**src/rtl/divisor_nibbles.sv**
```systemverilog
// Byte-to-nibble feeder for the 4-bit substitution stage: splits each accepted byte
// into high/low nibbles, whitens them with a rotating 16-bit key and strobes them out.
module divisor_nibbles #(
   parameter logic [15:0] KEY = 16'hA5C3
) (
   input  logic        clk,
   input  logic        reset,
   input  logic [7:0]  byte_in,
   input  logic        byte_valid,
   output logic        byte_ready,
   input  logic        key_load,
   input  logic [15:0] key_in,
   output logic [3:0]  entrada,
   output logic        ready,
   output logic [7:0]  nib_count,
   output logic        busy
);

   localparam logic [2:0] IDLE  = 3'd0;
   localparam logic [2:0] SET_H = 3'd1;
   localparam logic [2:0] STB_H = 3'd2;
   localparam logic [2:0] SET_L = 3'd3;
   localparam logic [2:0] STB_L = 3'd4;

   logic [2:0]  state;
   logic [2:0]  state_next;
   logic [3:0]  byte_lo;
   logic [15:0] key;
   logic [1:0]  k;

   logic        accept;
   logic        load_lo;
   logic        load_any;
   logic [15:0] key_eff;
   logic [1:0]  k_eff;
   logic [1:0]  k_next;
   logic [3:0]  nib_key;
   logic [3:0]  nib_raw;
   logic [3:0]  nib_out;
   logic        ready_next;

   assign byte_ready = ((state == IDLE) || (state == STB_L)) & ~reset;
   assign busy       = (state != IDLE);
   assign accept     = byte_valid & byte_ready;
   assign load_lo    = (state == STB_H);
   assign load_any   = accept | load_lo;

   // A key load at the same edge as a nibble load whitens that nibble with key_in[3:0].
   assign key_eff = key_load ? key_in : key;
   assign k_eff   = key_load ? 2'd0 : k;
   assign k_next  = load_any ? k_eff + 2'd1 : k_eff;

   always_comb begin
      nib_key = key_eff[3:0];
      case (k_eff)
         2'd0:    nib_key = key_eff[3:0];
         2'd1:    nib_key = key_eff[7:4];
         2'd2:    nib_key = key_eff[11:8];
         default: nib_key = key_eff[15:12];
      endcase
   end

   assign nib_raw = accept ? byte_in[7:4] : byte_lo;
   assign nib_out = nib_raw ^ nib_key;

   always_comb begin
      state_next = state;
      ready_next = 1'b0;
      case (state)
         IDLE: begin
            if (accept) state_next = SET_H;
         end
         SET_H: begin
            state_next = STB_H;
            ready_next = 1'b1;
         end
         STB_H: begin
            state_next = SET_L;
         end
         SET_L: begin
            state_next = STB_L;
            ready_next = 1'b1;
         end
         STB_L: begin
            state_next = accept ? SET_H : IDLE;
         end
         default: begin
            state_next = IDLE;
         end
      endcase
   end

   always_ff @(posedge clk) begin
      if (reset) begin
         state     <= IDLE;
         entrada   <= '0;
         ready     <= 1'b0;
         nib_count <= '0;
         key       <= KEY;
         k         <= '0;
         byte_lo   <= '0;
      end else begin
         state <= state_next;
         ready <= ready_next;
         key   <= key_eff;
         k     <= k_next;
         if (load_any) entrada <= nib_out;
         if (accept) byte_lo <= byte_in[3:0];
         if (ready_next & ~ready) nib_count <= nib_count + 8'd1;
      end
   end

endmodule

```
**config.mk**
```make
export PLATFORM = sky130hd
export DESIGN_NAME = divisor_nibbles
export DESIGN_NICKNAME = d
export VERILOG_FILES = /design/src/rtl/divisor_nibbles.sv
export SDC_FILE = /design/constraint.sdc
export NUM_CORES = 1
export LEC_CHECK = 0
export CORE_ASPECT_RATIO = 0.9
export CORE_MARGIN = 3
export CORE_UTILIZATION = 49
export CTS_CLUSTER_DIAMETER = 100
export DETAILED_ROUTE_END_ITERATION = 8
export GPL_TIMING_DRIVEN = 0
export PLACE_DENSITY = 0.77
export SLEW_MARGIN = 40
export SYNTH_ARGS = -nofsm -noshare
export SYNTH_HDL_FRONTEND = slang
export SYNTH_SLANG_ARGS = --single-unit
export TNS_END_PERCENT = 50
```
**constraint.sdc**
```tcl
create_clock -name clk -period 2.7 [get_ports clk]
set_clock_uncertainty 0.15 [all_clocks]
set_input_delay 0.54 -clock clk [delete_from_list [all_inputs] [get_ports clk]]
set_output_delay 0.54 -clock clk [all_outputs]
set_load 0.005 [all_outputs]
```
Yosys cells after proc, flatten, opt, wreduce, memory -nomap -nowiden
Index checks and enable logic that the tools add are counted.
- output and inout bits: 15
- latch bits: 0
- input bits: 28
- bits in writable memories: 0
- logic and storage cells: 37
- bits in read-only memories: 0
- memories kept: 0
- bits in registers: 38
- divide/modulo/power cells: 0
- mux-type cells: 9
- reductions and logical operators: 5
- add/sub/neg operators: 2
- shift-type cells: 0
- multiply operators: 0
- magnitude comparators: 0
- eq/ne operators: 7
- bitwise gates (word level): 7
- operators by type and width (operator ; number):
    two-way mux 16 bit ; 1
    one-hot mux 3 bit (5 select lines) ; 1
    one-hot mux 4 bit (3 select lines) ; 1
    adder 8 x 1 -> 8 bit, second input constant ; 1
    equality test 3 x 2 -> 1 bit, second input constant ; 2
    two-way mux 2 bit ; 2
    two-way mux 4 bit ; 1
    XOR 4 bit ; 1
    bitwise AND 1 bit ; 3
    equality test 3 x 1 -> 1 bit, second input constant ; 1
    equality test 3 bit, second input constant ; 1
    logical NOT 3 bit ; 1
    two-way mux 3 bit ; 1
    nonzero test 3 bit ; 1
    adder 2 x 1 -> 2 bit, second input constant ; 1
    equality test 2 x 1 -> 1 bit, second input constant ; 1
    equality test 2 bit, second input constant ; 1
    logical NOT 2 bit ; 1
    two-way mux 1 bit ; 2
    != test 2 bit, second input constant ; 1
    inverter 1 bit ; 2
    OR reduction 2 bit ; 1
    logical OR 1 bit ; 1
    bitwise OR 1 bit ; 1

Depth between registers and ports, before layout
- word-level depth: 6
- mapped depth: 10
- depth with buffers taken out: 8

Least setup slack after synthesis
OpenSTA, ideal clock, no wires.
- path kind: input-to-reg
- start: in key_load
- end: reg entrada[0]
- library setup time: 0.123 ns
- data arrival time: 1.900 ns
- data required time: 2.427 ns
- buffers on the path: 2
- slack: 0.527 ns
- stages on the path: 10
- cell sequence: buf_6 -> buf_8 -> nand2b_1 -> inv_1 -> ha_1 -> inv_1 -> o22ai_1 -> a211oi_4 -> mux2i_1 -> a31oi_1
- longest elaborated chain between the ends: 4
- elaborated cells between the ends (all ways): 7
- those cells by class: eq/ne (2); mux (3); bitwise (1); reduce/logical (1)
- RTL lines (what ; RTL line ; RTL):
    start, declared ; 11 ; input logic key_load,
    two-way mux 2 bit ; 50 ; assign k_eff = key_load ? 2'd0 : k;
    equality test 2 bit, or another cell as far along ; 55 ; case (k_eff)
    one-hot mux 4 bit (3 select lines) (*) ; 55 ;
    XOR 4 bit (*) ; 64 ; assign nib_out = nib_raw ^ nib_key;
    end signal, assigned ; 107 ; if (load_any) entrada <= nib_out;
    end, declared ; 13 ; output logic [3:0] entrada,
Mark *: on every way between the ends. The rest lies on a longest branch, timed or not.
A chain may end at the register's enable or synchronous reset.

Final worst setup path
- start: in reset
- end: out byte_ready
- longest elaborated chain between the ends: 2
- RTL lines (what ; RTL line ; RTL):
    start, declared ; 7 ; input logic reset,
    inverter 1 bit ; 42 ; assign byte_ready = ((state == IDLE) || (state == STB_L)) & ~reset;
    bitwise AND 1 bit ; 42 ;
    end, declared ; 10 ; output logic byte_ready,
Every way passes these cells.

==> results.md <==
- Setup slack closes at 125 ps.
- Once layout is done, the placed cells without fillers occupy roughly 2400 sq um.
- Including well taps, the total number of placed cells is between 200 and 300.
- The clock tree from TritonCTS is yes.
- The total global routing overflow is 0.
- The final weighted congestion in routability-driven placement is around 0.8.
- After floorplanning, the core was divided into 20 placement rows.
- The hold violation count in the final report was 0.
- Headroom to the max-slew limit came out at 67.0%.
- The max-slew violation total from the final report is 0.
- The worst setup path is captured at an output pin.
- In the global route stage, overall resource usage came out at between 10% and 20%.
- The die covers 4480 sq um.
- In this run, synthesis produced a sequential element count of 38.
- The detail route stage leaves a number of antenna-violating nets equal to 0.
- The number of warning messages in the yosys log is 0.
- Excluding fillers, the count of instances in the completed layout stands at about 280.
- The number of antenna violations at the first check in global routing is 0.
- At the end of the flow, the number of nets in the layout was about 260.
- In the layout the commonest cells are sky130_fd_sc_hd__clkdlybuf4s50_1 (41), sky130_fd_sc_hd__dfxtp_1 (38), sky130_fd_sc_hd__nor2_1 (19), sky130_fd_sc_hd__mux2i_1 (16), sky130_fd_sc_hd__nand2_1 (10).
- The worst min-delay path category is reg2reg.
- Using the TritonRoute via totals, the vias-per-cell ratio works out to ~5.
- The post-cts hold buffer count is 0.
- In the routed design, unresolved DRC markers number 0.
- The proportion of synthesized chip area in sequential cells is between 40% and 50%.
- The most common cell after layout, fill and taps aside is sky130_fd_sc_hd__clkdlybuf4s50_1.
- The max-cap violation count is 0.
- The first detailed-routing pass took 5 iterations.
- Setup repair after global routing left no endpoint under its margin.
- Counting every net in the synthesized netlist gives 215.
- Combinational logic is responsible for approximately a fifth of the overall power.
- The wire-length estimate of the detail-placed layout is 2.82 mm.
- In the synthesized netlist the dominant register cell turns out to be sky130_fd_sc_hd__dfxtp_1.
- The leakage power summed over all cells is 0.000968 uW.
- The count of buffers added on input and output ports is 41.
- At the pin with the least slew margin, the transition time is roughly 500 ps.
- The number of top-level design ports is between 40 and 50.
- The via count of the first global-routing pass was between 1000 and 1500.
- The number of antenna repair diodes is 0.
- For this design the total switching power over the nets is approximately 320 uW.
- The async set-or-reset flop fraction in the synthesized netlist is 0%.
- The clock root buffer is sky130_fd_sc_hd__clkbuf_8.
- Setup violations remaining at the end of the flow were counted as 0.
- The post-synthesis instance area is 1820 sq um.
- The floorplan step set the die width to 70.2 microns.
- The post-synthesis average cell area is 10.0 sq um.
- The clock transition at the registers of the reported paths is ~70 ps.
- On the final layout, the worst hold slack is between 300 and 400 ps.
- The sum of negative setup slack is 0 ps.
- Of the available clock period, the critical path in the final layout requires 95.4%.
- The number of cells produced by synthesis is around 180.
- The number of buffers created by CTS is 5.
- The share of post-route cells with drive strength above 1 is ~17%.
- The cell at the slowest stage of the critical path is sky130_fd_sc_hd__clkdlybuf4s50_1.
- The switching share of power is between 20% and 30%.
- The post-detailed-routing wire length is between 3 and 4 mm.
- In this run, the number of DRC markers left after iteration 0 of detailed routing was roughly 70.
- The cell accounting for the most synthesized area is sky130_fd_sc_hd__dfxtp_1.
- Internal power comes to ~1000 uW.
- The total setup buffers inserted after CTS is 0.
- The H-tree generated during clock tree synthesis spans 2 levels.
- The core area is 3480 sq um.
- The maximum achievable frequency is ~390 MHz.
- The post-CTS resize count is 0.
- In the final routed layout, each cell accounts on average for ~14 microns.
- The unique cell type count in the Yosys netlist is 38.
- The number of buffers between clock root and the deepest sink is 2.
- The fraction of power consumed by the clock network is about a third.
- The latest clock arrival within the worst-skew pair is 290 ps.
- In this run the worst path has a maximum fanout of 10.
- At the worst endpoint, the required time is 2010 ps.
- The global-route wire length before repair is approximately 6.6 mm.
- From synthesis to final layout, the design area changed by 31.6%.
- By instance count, the cell type seen most on the critical path is sky130_fd_sc_hd__clkdlybuf4s50_1.
- The worst slack at placement is approximately 140 ps.
- VDD sags by at most approximately 0.00034 V.
- Dividing total power by cell area gives a power density of 561 nW/um^2.
- The count of flip-flops with a built-in enable after synthesis is 0.
- Entering global routing, the biggest net connects 13 pins.
- The critical path arrival is around 1900 ps.
- By area the synthesized netlist is led by sky130_fd_sc_hd__dfxtp_1 (42%), sky130_fd_sc_hd__mux2i_1 (8.8%), sky130_fd_sc_hd__mux2_2 (5.6%).
- Walking the worst path, the cells encountered are clkdlybuf4s50_1, buf_2, nor3_1, clkdlybuf4s50_1.
- Across all layers, the routed design uses around 1400 vias.
- The initial utilization of the core area, before any placement, comes to between 50% and 60%.
- The run finished with clean final reports.
- The delay of the slowest cell on the worst path is between 500 and 600 ps.
- The startpoint-to-endpoint class of the critical path is in2out.
- The top cell type by area accounts for 41.8% of the synthesized area.
- The routed design could run at a clock period as short as around 2600 ps.
- The post-detailed-placement cell area is ~2300 sq um.
- STA classifies the critical path startpoint as an input port.
- The share of total power dissipated in sequential elements is a little under half.
- The die boundary height is approximately 64 microns.
- The tree built by TritonCTS fans out to 38 sinks.
per-layer routing:
layer	vias to the layer above	global-route usage, %	wire length, microns
met5	-	0	0
met3	7	5.19	182
met4	0	5.74	48
li1	708	-	-
met2	32	32.8	1900
met1	654	21.4	1640
power groups by stage:
stage	clock network, uW	registers, uW	logic, uW
floorplan	0	622	165
global placement	0	623	255
detailed placement	0	625	263
CTS	479	612	266
global route	501	616	290
finish	466	612	264
sequential cells by signal, indices dropped and copies added, names as in the netlist:
name / flops
key: 16
nib_count: 8
byte_lo: 4
entrada: 4
state: 3
k: 2
ready: 1
cell type report:
| type | instances | area [sq um] |
|---|---|---|
| inverter | 5 | 18.8 |
| clock inverter | 3 | 40.0 |
| timing repair buffer | 41 | 410 |
| clock buffer | 5 | 68.8 |
| multi-input combinational | 130 | 960 |
| buffer | 9 | 80.1 |
| sequential | 38 | 761 |
| tap | 44 | 55.1 |
| fill | 264 | 1080 |
critical path: cells and delay by family:
kind / cells / cell delay, ps
buffers and inverters: 3 / 1190
AND/OR/NAND/NOR: 1 / 150
Yosys cell counts, types with 2 or more instances:
cell                       number
sky130_fd_sc_hd__and2_1         8
sky130_fd_sc_hd__nor3_1         6
sky130_fd_sc_hd__dfxtp_1       38
sky130_fd_sc_hd__nand2b_1       4
sky130_fd_sc_hd__inv_1          5
sky130_fd_sc_hd__nor2_1        19
sky130_fd_sc_hd__a22oi_1        2
sky130_fd_sc_hd__nor2b_1        4
sky130_fd_sc_hd__nand3_1        6
sky130_fd_sc_hd__ha_1           5
sky130_fd_sc_hd__buf_6          3
sky130_fd_sc_hd__mux2_4         4
sky130_fd_sc_hd__buf_1          2
sky130_fd_sc_hd__mux2_2         9
sky130_fd_sc_hd__nand2_1       10
sky130_fd_sc_hd__buf_8          2
sky130_fd_sc_hd__or2_2          5
sky130_fd_sc_hd__a21oi_1        4
sky130_fd_sc_hd__xnor2_1        4
sky130_fd_sc_hd__mux2i_1       16
sky130_fd_sc_hd__nand4_1        2
sky130_fd_sc_hd__a31oi_1        4
sky130_fd_sc_hd__xor2_1         5
cells by family after synthesis:
logic type	count (synthesis)	share of synthesized area (%)
AO/OA/AOI/OAI	15	6.12
buffers and inverters	14	5.43
AND/OR/NAND/NOR	72	21.2
flip-flops	38	41.8
adder cells (fa/ha/maj)	5	3.44
XOR/XNOR	9	4.33
multiplexers	29	17.7
through the flow:
stage | total power, uW | utilization [%]
after floorplan | 787 | -
after global placement | 879 | 65.7
after detailed placement | 889 | 65.7
after CTS | 1360 | 68.8
after global routing | 1410 | 68.8
final | 1340 | 68.8
worst paths after layout:
| kind | start | to | slack, ps | depth (start not counted) |
|---|---|---|---|---|
| max | reset | byte_ready | 120 | 4 |
| min | key[15] | key[15] | 320 | 2 |
| max reg2reg | state[1] | entrada[0] | 740 | 7 |
| min reg2reg | key[15] | key[15] | 320 | 2 |
No activity file was read; power rests on OpenSTA's default activity.
